==> config.mk <==
export PLATFORM = sky130hd
export DESIGN_NAME = phase_bank_mv
export DESIGN_NICKNAME = d
export VERILOG_FILES = /design/src/rtl/phase_bank_mv.sv
export SDC_FILE = /design/constraint.sdc
export NUM_CORES = 1
export LEC_CHECK = 0
export CAP_MARGIN = 20
export CORE_MARGIN = 2
export CORE_UTILIZATION = 45
export DETAILED_ROUTE_END_ITERATION = 12
export SLEW_MARGIN = 40
export SYNTH_ARGS = -nofsm -noshare
export SYNTH_HDL_FRONTEND = slang
export SYNTH_SLANG_ARGS = --single-unit
==> constraint.sdc <==
create_clock -name clk -period 15.9 [get_ports clk]
set_clock_uncertainty 0.15 [all_clocks]
set_input_delay 3.18 -clock clk [delete_from_list [all_inputs] [get_ports clk]]
set_output_delay 3.18 -clock clk [all_outputs]
set_load 0.02 [all_outputs]
==> src/rtl/phase_bank_mv.sv <==
// Multi-voice phase accumulator bank: explicit (voice, note, bend) slots in,
// phase and note-on pulse out two enabled edges later.
module phase_bank_mv #(
    parameter int NVOICES = 10,
    parameter int VIDX_W  = 4,
    parameter int PHASE_W = 24,
    parameter int OUT_W   = 16,
    parameter int BEND_W  = 14
) (
    input  logic              clk,
    input  logic              rst,
    input  logic              clk_en,
    input  logic              i_valid,
    input  logic [VIDX_W-1:0] i_voice,
    input  logic [6:0]        i_midi,
    input  logic [BEND_W-1:0] i_bend,
    output logic              o_valid,
    output logic [VIDX_W-1:0] o_voice,
    output logic [6:0]        o_midi,
    output logic [OUT_W-1:0]  o_phase,
    output logic              o_note_on
);
    // Valid-only stream without backpressure: every clk_en edge accepts one slot
    // (i_valid qualifies it) and emits one slot (o_valid marks an active voice).

    localparam int TW_W = PHASE_W + 2;

    // Top-octave tuning words, floor(2**24 * f / 96 kHz); lower octaves are
    // exact right shifts of these, so the floor stays exact for every note.
    function automatic logic [23:0] midi_lut(input logic [6:0] note);
        logic [7:0]  s;
        logic [3:0]  semi;
        logic [3:0]  oct;
        logic [3:0]  top_oct;
        logic [23:0] top;
        s       = {1'b0, note} + 8'd3;
        semi    = 4'(s % 8'd12);
        oct     = 4'(s / 8'd12);
        top_oct = 4'd10;
        case (semi)
            4'd0:    top = 24'd1230329;
            4'd1:    top = 24'd1303488;
            4'd2:    top = 24'd1380997;
            4'd3:    top = 24'd1463116;
            4'd4:    top = 24'd1550117;
            4'd5:    top = 24'd1642292;
            4'd6:    top = 24'd1739948;
            4'd7:    top = 24'd1843410;
            4'd8:    top = 24'd1953025;
            4'd9:    top = 24'd2069158;
            4'd10:   top = 24'd2192197;
            4'd11: begin
                top     = 24'd1161276;
                top_oct = 4'd9;
            end
            default: top = 24'd0;
        endcase
        return top >> (top_oct - oct);
    endfunction

    logic [23:0]             w_lut;
    logic [PHASE_W-1:0]      w_lut_sc;
    logic signed [TW_W-1:0]  w_sum;
    logic [PHASE_W-1:0]      w_tw;

    always_comb begin
        w_lut    = midi_lut(i_midi);
        w_lut_sc = PHASE_W'(w_lut) << (PHASE_W - 24);
        w_sum    = $signed({2'b00, w_lut_sc})
                 + $signed({{(TW_W-BEND_W){i_bend[BEND_W-1]}}, i_bend});
        // Saturate rather than wrap so a large bend can never reverse the pitch.
        if (w_sum[TW_W-1])
            w_tw = '0;
        else if (w_sum[PHASE_W])
            w_tw = '1;
        else
            w_tw = w_sum[PHASE_W-1:0];
    end

    logic                r1_valid;
    logic [VIDX_W-1:0]   r1_voice;
    logic [6:0]          r1_midi;
    logic [PHASE_W-1:0]  r1_tw;

    logic [PHASE_W-1:0]  r_phase [NVOICES];
    logic [6:0]          r_last  [NVOICES];

    logic                w_in_range;
    assign w_in_range = (int'(r1_voice) < NVOICES);

    always_ff @(posedge clk or posedge rst) begin
        if (rst) begin
            r1_valid  <= 1'b0;
            r1_voice  <= '0;
            r1_midi   <= '0;
            r1_tw     <= '0;
            o_valid   <= 1'b0;
            o_voice   <= '0;
            o_midi    <= '0;
            o_phase   <= '0;
            o_note_on <= 1'b0;
            for (int i = 0; i < NVOICES; i++) begin
                r_phase[i] <= '0;
                r_last[i]  <= '0;
            end
        end else if (clk_en) begin
            r1_valid  <= i_valid;
            r1_voice  <= i_voice;
            r1_midi   <= i_midi;
            r1_tw     <= w_tw;
            o_voice   <= r1_voice;
            o_midi    <= r1_midi;
            o_valid   <= 1'b0;
            o_phase   <= '0;
            o_note_on <= 1'b0;
            if (r1_valid && w_in_range) begin
                if (r1_midi == 7'd0) begin
                    r_phase[r1_voice] <= '0;
                    r_last[r1_voice]  <= '0;
                end else if (r1_midi != r_last[r1_voice]) begin
                    o_valid           <= 1'b1;
                    o_note_on         <= 1'b1;
                    r_phase[r1_voice] <= r1_tw;
                    r_last[r1_voice]  <= r1_midi;
                end else begin
                    o_valid           <= 1'b1;
                    o_phase           <= r_phase[r1_voice][PHASE_W-1 -: OUT_W];
                    r_phase[r1_voice] <= r_phase[r1_voice] + r1_tw;
                end
            end
        end
    end
endmodule

==> Word level (Yosys, flattened, before mapping) <==
Index checks and enable logic that the tools add are counted.
{ "totals": {"output_inout_bits": 29, "in_bits": 29, "elab_cells": 92, "reg_bits": 375} }
{ "op_classes": {"shifts": 1, "reduce_logical": 7, "bitwise_logic": 5, "n_eq_ne": 12, "n_lt_le_gt_ge": 3, "mux": 29, "addsub": 4, "n_div": 2} }
{ "op_table": {"columns": ["cell", "n"], "rows": [
  ["$bwmux 240", 2],
  ["$mux 240", 2],
  ["$pmux 22 s12", 1],
  ["$and 240x240->240", 1],
  ["$not 240->240", 1],
  ["$mux 70", 2],
  ["$mux 24", 5],
  ["$bmux 24 s4", 1],
  ["$demux 24 s4", 1],
  ["$and 70x70->70", 1],
  ["$bwmux 70", 1],
  ["$not 70->70", 1],
  ["$mux 16", 3],
  ["$bmux 7 s4", 1],
  ["$demux 7 s4", 1],
  ["$add 25x14->26", 1],
  ["$add 24x24->24", 1],
  ["$shr 24x4->24", 1],
  ["$mux 7", 3],
  ["$eq 4x3->1 const B", 4],
  ["$eq 4x4->1 const B", 4],
  ["$add 7x2->8 const B", 1],
  ["$div 8x4->8 const B", 1],
  ["$eq 4x2->1 const B", 2],
  ["other kinds (16)", 21]
]} }

==> Depth between registers and ports, before layout <==
Gate-level depths: netlist of run 1.
{ "logic_depth": {"word_depth": 9, "ltp_mapped": 38, "ltp_nobuf": 35} }

==> Worst setup path after synthesis of run 1 <==
Ideal clock, no wire load.
{ "synth_timing": {"path_type": "input-to-reg", "start": "input i_midi[0]", "end": "register r1_tw[17]", "n_path_buf": 5, "required_time_ps": 15609, "cell_stages": 36, "path_slack_ps": 5945, "arrival_ps": 9664, "setup_ps": 141, "cell_sequence": "inv_1 -> ha_1 -> or3b_1 -> a311o_1 -> a21oi_2 -> o31ai_1 -> nand2_1 -> buf_2 -> o21ai_0 -> ha_1 -> inv_1 -> fa_1 -> clkbuf_1 -> inv_1 -> clkbuf_1 -> clkbuf_1 -> a211oi_1 -> a211oi_1 -> a21oi_1 -> a22o_1 -> nand2_1 -> ha_1 -> inv_1 -> fa_1 -> nor2b_1 -> o21a_1 -> o21ai_0 -> a21oi_1 -> a41oi_1 -> o211ai_1 -> nand2_1 -> o31ai_1 -> nor3b_1 -> clkbuf_1 -> a21oi_1 -> o22ai_1"} }
{ "synth_via": {"elab_chain_len": 9, "elab_cells_between_ends": 22, "classes_between": "3 x add/sub; 2 x div; 11 x eq/ne; 1 x shift; 4 x mux; 1 x reduce/logical"} }
{ "synth_rtl": {"columns": ["item", "line_no", "rtl"], "rows": [
  ["start: declaration", "15", "input logic [6:0] i_midi,"],
  ["$add 7x2->8 (*)", "36", "s = {1'b0, note} + 8'd3;"],
  ["$mod 8x4->8", "37", "semi = 4'(s % 8'd12);"],
  ["$eq 4x4->1", "40", "case (semi)"],
  ["$mux 2", "40", null],
  ["$sub 4x4->4", "58", "return top >> (top_oct - oct);"],
  ["$shr 24x4->24 (*)", "58", null],
  ["$add 25x14->26 (*)", "70", "+ $signed({{(TW_W-BEND_W){i_bend[BEND_W-1]}}, i_bend});"],
  ["$mux 24", "74", "else if (w_sum[PHASE_W])"],
  ["$mux 24 (*)", "72", "if (w_sum[TW_W-1])"],
  ["end signal: assignment", "110", "r1_tw <= w_tw;"],
  ["end: declaration", "83", "logic [PHASE_W-1:0] r1_tw;"]
]} }
Every way passes the cells marked *; elsewhere a longest branch is shown, timed or not.
A chain may end at the register's enable or synchronous reset.

==> Worst setup path after layout of run 1 <==
{ "layout_timing": {"start": "input i_midi[0]", "end": "register r1_tw[20]"} }
The elaborated chain is that of the path after synthesis.

==> flow_metrics.py, run 1 <==
metrics = {
    "run_status": {
        "outcome": "finished clean",
    },
    "timing": {
        "hold_viol": 0,
        "min_period_over_period_pct": 77.4,
        "timing.fmax_mhz": 81.3,
        "final-setup-viol-count": 0,
        "min_period_ns": 12.31,
        "setup_tns_ns": 0,
        "hold_slack_ns": 0.325,
        "worstMarginPinSlew_ns": 0.892,
        "relSlewSlack_pct": 40.0,
        "finalMaxSlewViolations": 0,
        "rsz0062_at_grt": "no",
    },
    "routing": {
        "vias_per_cell": 6.12,
        "drt_iter0_drc": 1510,
        "drc": 0,
        "wirelength_um": 63400,
        "ant_nets": 0,
        "dr_total_vias": 17400,
        "routedWlPerCell_um": 22.2,
        "dr.pass1.iters": 5,
    },
    "floorplanning": {
        "io_pins": 58,
        "die_x_um": 222,
        "dieArea_um2": 49300,
        "die_y_um": 222,
        "core_um2": 46800,
        "rows": 79,
        "start_util_pct": 45.7,
    },
    "power_and_ir_drop": {
        "p_leak_nw": 10.4,
        "ir_worst_vdd_v": 0.0000736,
        "power_density_nw_per_um2": 154,
    },
    "yosys": {
        "syn_avg_cell_area_um2": 9.64,
        "synth_top_family_by_area": "compound AO/OA/AOI/OAI gates",
        "synthCells": 2217,
        "syn_area_um2": 21400,
        "synth_xor_area_share_pct": 2.21,
        "synthFlopType": "dfrtp_1",
        "syn_nets": 2302,
        "yosys_warnings": 0,
        "synth-edff-count": 0,
        "yosys.area_share.simple_pct": 12.9,
        "synth_mux_area_share_pct": 10.9,
        "synthArstFlopShare_pct": 100,
        "synth-compound-area-share_pct": 22.6,
        "synth_cell_types": 88,
        "ys_seq_area_share_pct": 43.9,
        "synth-seq-cells": 375,
        "synthAdderAreaFrac_pct": 3.38,
    },
    "clock_tree": {
        "cts.sink_count": 375,
        "clk_latency_ns": 0.58,
        "post_cts_buffers": 0,
        "cts-hold-fix-buffers": 0,
        "clk_pin_slew_ns": 0.06,
        "cts_tree": "yes",
        "cts_root_buffer": "clkbuf_16",
        "cts_resized": 0,
        "htreeDepth": 2,
        "cts_buffer_depth": 3,
        "cts_buffers": 42,
    },
    "setup_path": {
        "cp_max_fo": 28,
        "cp-start-kind": "input pin",
        "r2r_setup_slack_ns": 9.63,
        "crit_buf_inv": 5,
        "cp_slowest_cell": "fa_2",
        "critPathCaptureType": "register",
        "cp_num_cells": 32,
        "worst-endpoint-arrival_ns": 12.59,
        "r2r_cells": 16,
        "path_class": "input pin to register",
        "worstPathRequired_ns": 16.18,
        "cp_top_family": "compound AO/OA/AOI/OAI gates",
        "cpPeakStageDelay_ns": 0.89,
    },
    "cells_and_area": {
        "diodes": 0,
        "layout_common_cells": "372 x dfrtp_1, 352 x nand2_1, 266 x o21ai_0, 121 x nor2_1, 106 x a22o_1",
        "postLayoutCoreUtil_pct": 51.2,
        "fill_cells": 4358,
        "regArea_um2": 9390,
        "final_nets": 2296,
        "drive_gt1_share_pct": 11.8,
        "multi_input_area_um2": 11200,
        "mostFrequentLayoutCell": "dfrtp_1",
        "areaGrowthSynthToFinish_pct": 11.9,
    },
    "placed_design": {
        "port_buffers": 57,
        "dp_hpwl_um": 42500,
        "gp_congestion": 0.917,
    },
    "global_routing": {
        "grt_overflow": 0,
        "grt_pass1_wl_um": 100000,
        "grt_pass1_vias": 17400,
        "grt_max_degree": 120,
        "antenna_found_initial": 0,
        "grt_use_total_pct": 25.8,
    },
    "flow_run": {
        "maxCapViolCount": 0,
    },
    "min_path": {
        "hold_depth": 2,
        "hold_path_class": "register to register",
    },
}
==> state kept, by name, summed over array words and instances (netlist names) <==
register,count
r_phase,240
r_last,70
r1_tw,24
o_phase,16
o_midi,7
r1_midi,7
o_voice,4
r1_voice,4
o_note_on,1
o_valid,1
r1_valid,1
==> kinds of logic after synthesis <==
kind of cell             Yosys count
AND/OR/NAND/NOR                  631
XOR/XNOR                          54
multiplexers                     149
buffers and inverters            215
flip-flops                       375
AO/OA/AOI/OAI                    737
adder cells (fa/ha/maj)           56
==> synthesized netlist by cell type, drive strengths merged (14+ instances only) <==
cell type  number  area, um2
a211oi         27        213
o22ai          28        175
nand3          23        120
nand2         352       1320
ha             53        663
mux2i          47        470
xor2           15        131
mux2           38        428
a22o          106        928
xnor2          39        342
a22oi          29        218
nor2          133        524
buf            40        211
clkbuf        103        387
nor3           32        165
a21oi         107        554
mux4           64       1440
a31oi          14       93.8
a21o           20        150
o31ai          30        225
o21ai         272       1370
inv            68        255
dfrtp         375       9380
==> per-layer routing <==
metal  share of wire [%]  vias up  track usage [%]
met1                  46     8730             36.9
met4                 2.6        0             7.63
met2                  46      525             40.2
met5                   0        -                0
li1                    -     8100                -
met3                 5.9       94             4.81
==> through the flow <==
step	instances	area [um2]	worst slack, ns	total power, mW
2_1_floorplan	2217	21400	2.15	2.28
3_3_place_gp	2772	22400	2.97	2.61
3_5_place_dp	2772	22400	2.97	2.64
4_1_cts	2847	23900	3.55	3.70
5_1_grt	2849	23900	2.88	3.91
6_report	2849	23900	3.59	3.68
==> worst min-delay path: stages (launching register included) <==
cell     delay [ns]
dfrtp_1        0.33
nand2_1        0.05
o21ai_0        0.06
==> final timing paths <==
| kind | from | end |
|---|---|---|
| worst max register to register | r1_voice[0]$_DFFE_PP0P_ | r_phase[47]$_DFFE_PP0P_ |
| worst max-delay path | i_midi[0] | r1_tw[20]$_DFFE_PP0P_ |
| worst min register to register | r_phase[86]$_DFFE_PP0P_ | r_phase[86]$_DFFE_PP0P_ |
| min in group asynchronous | rst | o_phase[5]$_DFFE_PP0P_ |
| worst min-delay path | r_phase[86]$_DFFE_PP0P_ | r_phase[86]$_DFFE_PP0P_ |
| max in group asynchronous | rst | r1_voice[0]$_DFFE_PP0P_ |
==> power by group <==
part	switching (mW)	internal, mW	total [mW]	leakage, nW
Combinational	0.727	0.544	1.27	4.90
Sequential	0.168	1.20	1.37	4.77
Clock	0.405	0.642	1.05	0.736
==> layout make-up <==
type	count	share of cell area [%]
Clock inverter	16	1.07
Inverter	72	1.18
Multi-Input combinational cell	1627	46.7
Sequential cell	375	39.3
Tap cell	607	3.17
Clock buffer	59	5.17
Timing Repair Buffer	93	3.48
(Power assumes the default switching activity.)
==> run 2: changes to the inputs <==
==> constraint.sdc (replaced) <==
create_clock -name clk -period 10.35 [get_ports clk]
set_clock_uncertainty 0.15 [all_clocks]
set_input_delay 2.07 -clock clk [delete_from_list [all_inputs] [get_ports clk]]
set_output_delay 2.07 -clock clk [all_outputs]
set_load 0.02 [all_outputs]
==> run 2 against run 1 <==
Effect of this change: clock-buffer cell count decreased by 4; sequential share of layout area is 0.35 points lower; global-route usage hardly changed; critical path type unchanged; largest power group unchanged.
==> flow_metrics.py, run 2 (synthesis results as in run 1) <==
metrics = {
    "global_routing": {
        "grt_max_degree": 157,
        "grt_use_total_pct": 25.8,
        "antenna_found_initial": 0,
        "grt_overflow": 0,
        "grt_pass1_vias": 17500,
        "grt_pass1_wl_um": 101000,
    },
    "timing": {
        "setup_tns_ns": 0,
        "fin_ws_ns": 0.837,
        "min_period_ns": 9.51,
        "timing.fmax_mhz": 105,
        "relSlewSlack_pct": 38.9,
        "worstMarginPinSlew_ns": 0.907,
        "hold_slack_ns": 0.326,
        "final-setup-viol-count": 0,
        "rsz0062_at_grt": "no",
        "finalMaxSlewViolations": 0,
        "hold_viol": 0,
        "min_period_over_period_pct": 91.9,
    },
    "cells_and_area": {
        "areaGrowthSynthToFinish_pct": 12.9,
        "largest_register": "r_phase",
        "largestRegisters": "r_phase: 240 flops, r_last: 70 flops, r1_tw: 24 flops",
        "drive_gt1_share_pct": 12.6,
        "postLayoutCoreUtil_pct": 51.6,
        "layout_common_cells": "372 x dfrtp_1, 347 x nand2_1, 266 x o21ai_0, 121 x nor2_1, 106 x a22o_1",
        "largest_reg_flops": 240,
        "mostFrequentLayoutCell": "dfrtp_1",
        "final_nets": 2316,
        "diodes": 0,
    },
    "setup_path": {
        "cp_slowest_cell": "clkdlybuf4s50_1",
        "cp_max_fo": 18,
        "cp_top_family": "compound AO/OA/AOI/OAI gates",
        "cpPeakStageDelay_ns": 0.47,
        "critPathCaptureType": "register",
        "worst-endpoint-arrival_ns": 9.79,
        "cp-start-kind": "input pin",
        "crit_buf_inv": 4,
        "path_common_cell": "a21oi_1",
        "worstPathRequired_ns": 10.63,
        "path_class": "input pin to register",
    },
    "clock_tree": {
        "cts_buffers": 41,
        "htreeDepth": 2,
        "clk_latency_ns": 0.56,
        "clk_pin_slew_ns": 0.06,
        "cts_buffer_depth": 3,
        "cts.sink_count": 375,
        "cts_root_buffer": "clkbuf_16",
        "cts_tree": "yes",
    },
    "routing": {
        "ant_nets": 0,
        "drt_iter0_drc": 1570,
        "dr.pass1.iters": 5,
        "dr_total_vias": 17700,
        "vias_per_cell": 6.16,
        "wirelength_um": 63200,
        "routedWlPerCell_um": 22.1,
        "drc": 0,
    },
    "placed_design": {
        "port_buffers": 57,
        "dp_hpwl_um": 42900,
        "place_ws_ns": 0.194,
        "gp_congestion": 0.952,
    },
    "floorplanning": {
        "core_um2": 46800,
        "die_x_um": 222,
        "die_y_um": 222,
        "dieArea_um2": 49300,
        "start_util_pct": 45.7,
        "rows": 79,
        "io_pins": 58,
    },
    "run_status": {
        "outcome": "finished clean",
    },
    "flow_run": {
        "maxCapViolCount": 0,
    },
    "min_path": {
        "hold_path_class": "register to register",
    },
    "power_and_ir_drop": {
        "ir_worst_vdd_v": 0.000124,
        "power_density_nw_per_um2": 234,
        "p_leak_nw": 10.6,
    },
}
run 2: cell types whose count changed in the layout (fill, tap and decap cells not counted), moves of 3 or more:
cell | before | now
buf_12 | 0 | 3
buf_4 | 31 | 52
clkinv_2 | 6 | 9
clkbuf_8 | 10 | 5
buf_2 | 5 | 1
nand2_1 | 352 | 347
nand2_4 | 0 | 5
run 2: per-layer routing:
metal  share of wire (%)  routed length, um  track usage, %
met1                  47              29600            37.9
met2                  46              28900            40.2
met4                 2.2               1420            7.06
met5                   0                  0               0
met3                 5.2               3310            3.58
run 2: final timing paths:
path | start | endpoint | slack, ns | cells after the start
max | i_midi[0] | r1_tw[20]$_DFFE_PP0P_ | 0.84 | 36
max reg2reg | r1_voice[1]$_DFFE_PP0P_ | r_phase[166]$_DFFE_PP0P_ | 3.86 | 17
min | r_phase[110]$_DFFE_PP0P_ | r_phase[110]$_DFFE_PP0P_ | 0.33 | 2
min in group asynchronous | rst | o_phase[4]$_DFFE_PP0P_ | 1.82 | 2
min reg2reg | r_phase[110]$_DFFE_PP0P_ | r_phase[110]$_DFFE_PP0P_ | 0.33 | 2
max in group asynchronous | rst | r1_voice[0]$_DFFE_PP0P_ | 6.93 | 3
run 2: metrics by stage:
| stage | cell area [um2] | instances | power [mW] |
|---|---|---|---|
| after floorplan | 21400 | 2217 | 3.51 |
| after global placement | 22600 | 2793 | 4.03 |
| after detailed placement | 22600 | 2793 | 4.08 |
| after CTS | 24000 | 2866 | 5.67 |
| after global routing | 24100 | 2868 | 6.00 |
| final | 24100 | 2868 | 5.66 |
run 2: tightest hold or removal path: cells and delay by family, from the launching register on:
family	cells	cell delay, ns
DFF	1	0.34
AOI/OAI and AO/OA	1	0.06
and+or+nand+nor	1	0.04
run 2: cell type report:
type                    count  area (um2)
inverters                  72         274
multi-input cells        1627       11200
fillers                  4247       22600
flip-flops and latches    375        9390
well taps                 607         759
clock inverters            18         272
repair buffers            114        1050
clock buffers              55        1170
run 2: what timing repair did:
| item | 4_1_cts | 5_1_grt |
|---|---|---|
| buffers inserted | 0 | 0 |
| endpoints found under the setup margin | 0 | 1 |
| resized for setup | 0 | 1 |
| hold buffers | 0 | 0 |
run 2: power by group:
group | switching [mW] | internal [mW] | total [mW]
combinational | 1.14 | 0.849 | 1.99
sequential | 0.255 | 1.84 | 2.10
clock | 0.603 | 0.969 | 1.57
total | 2.00 | 3.66 | 5.66
==> run 3: changes to the inputs <==
--- a/config.mk
+++ b/config.mk
@@ -5,6 +5,7 @@
 export SDC_FILE = /design/constraint.sdc
 export NUM_CORES = 1
 export LEC_CHECK = 0
+export ABC_CLOCK_PERIOD_IN_PS = 10350
 export CAP_MARGIN = 20
 export CORE_MARGIN = 2
 export CORE_UTILIZATION = 45
==> constraint.sdc (replaced) <==
create_clock -name clk -period 10.35 [get_ports clk]
set_clock_uncertainty 0.15 [all_clocks]
set_input_delay 2.07 -clock clk [delete_from_list [all_inputs] [get_ports clk]]
set_output_delay 2.07 -clock clk [all_outputs]
set_load 0.01 [all_outputs]
==> results of run 3 <==
Same layout as run 2 (identical final DEF). Status: finished clean.
Among the figures that moved: total power 5.66 mW -> 5.65 mW
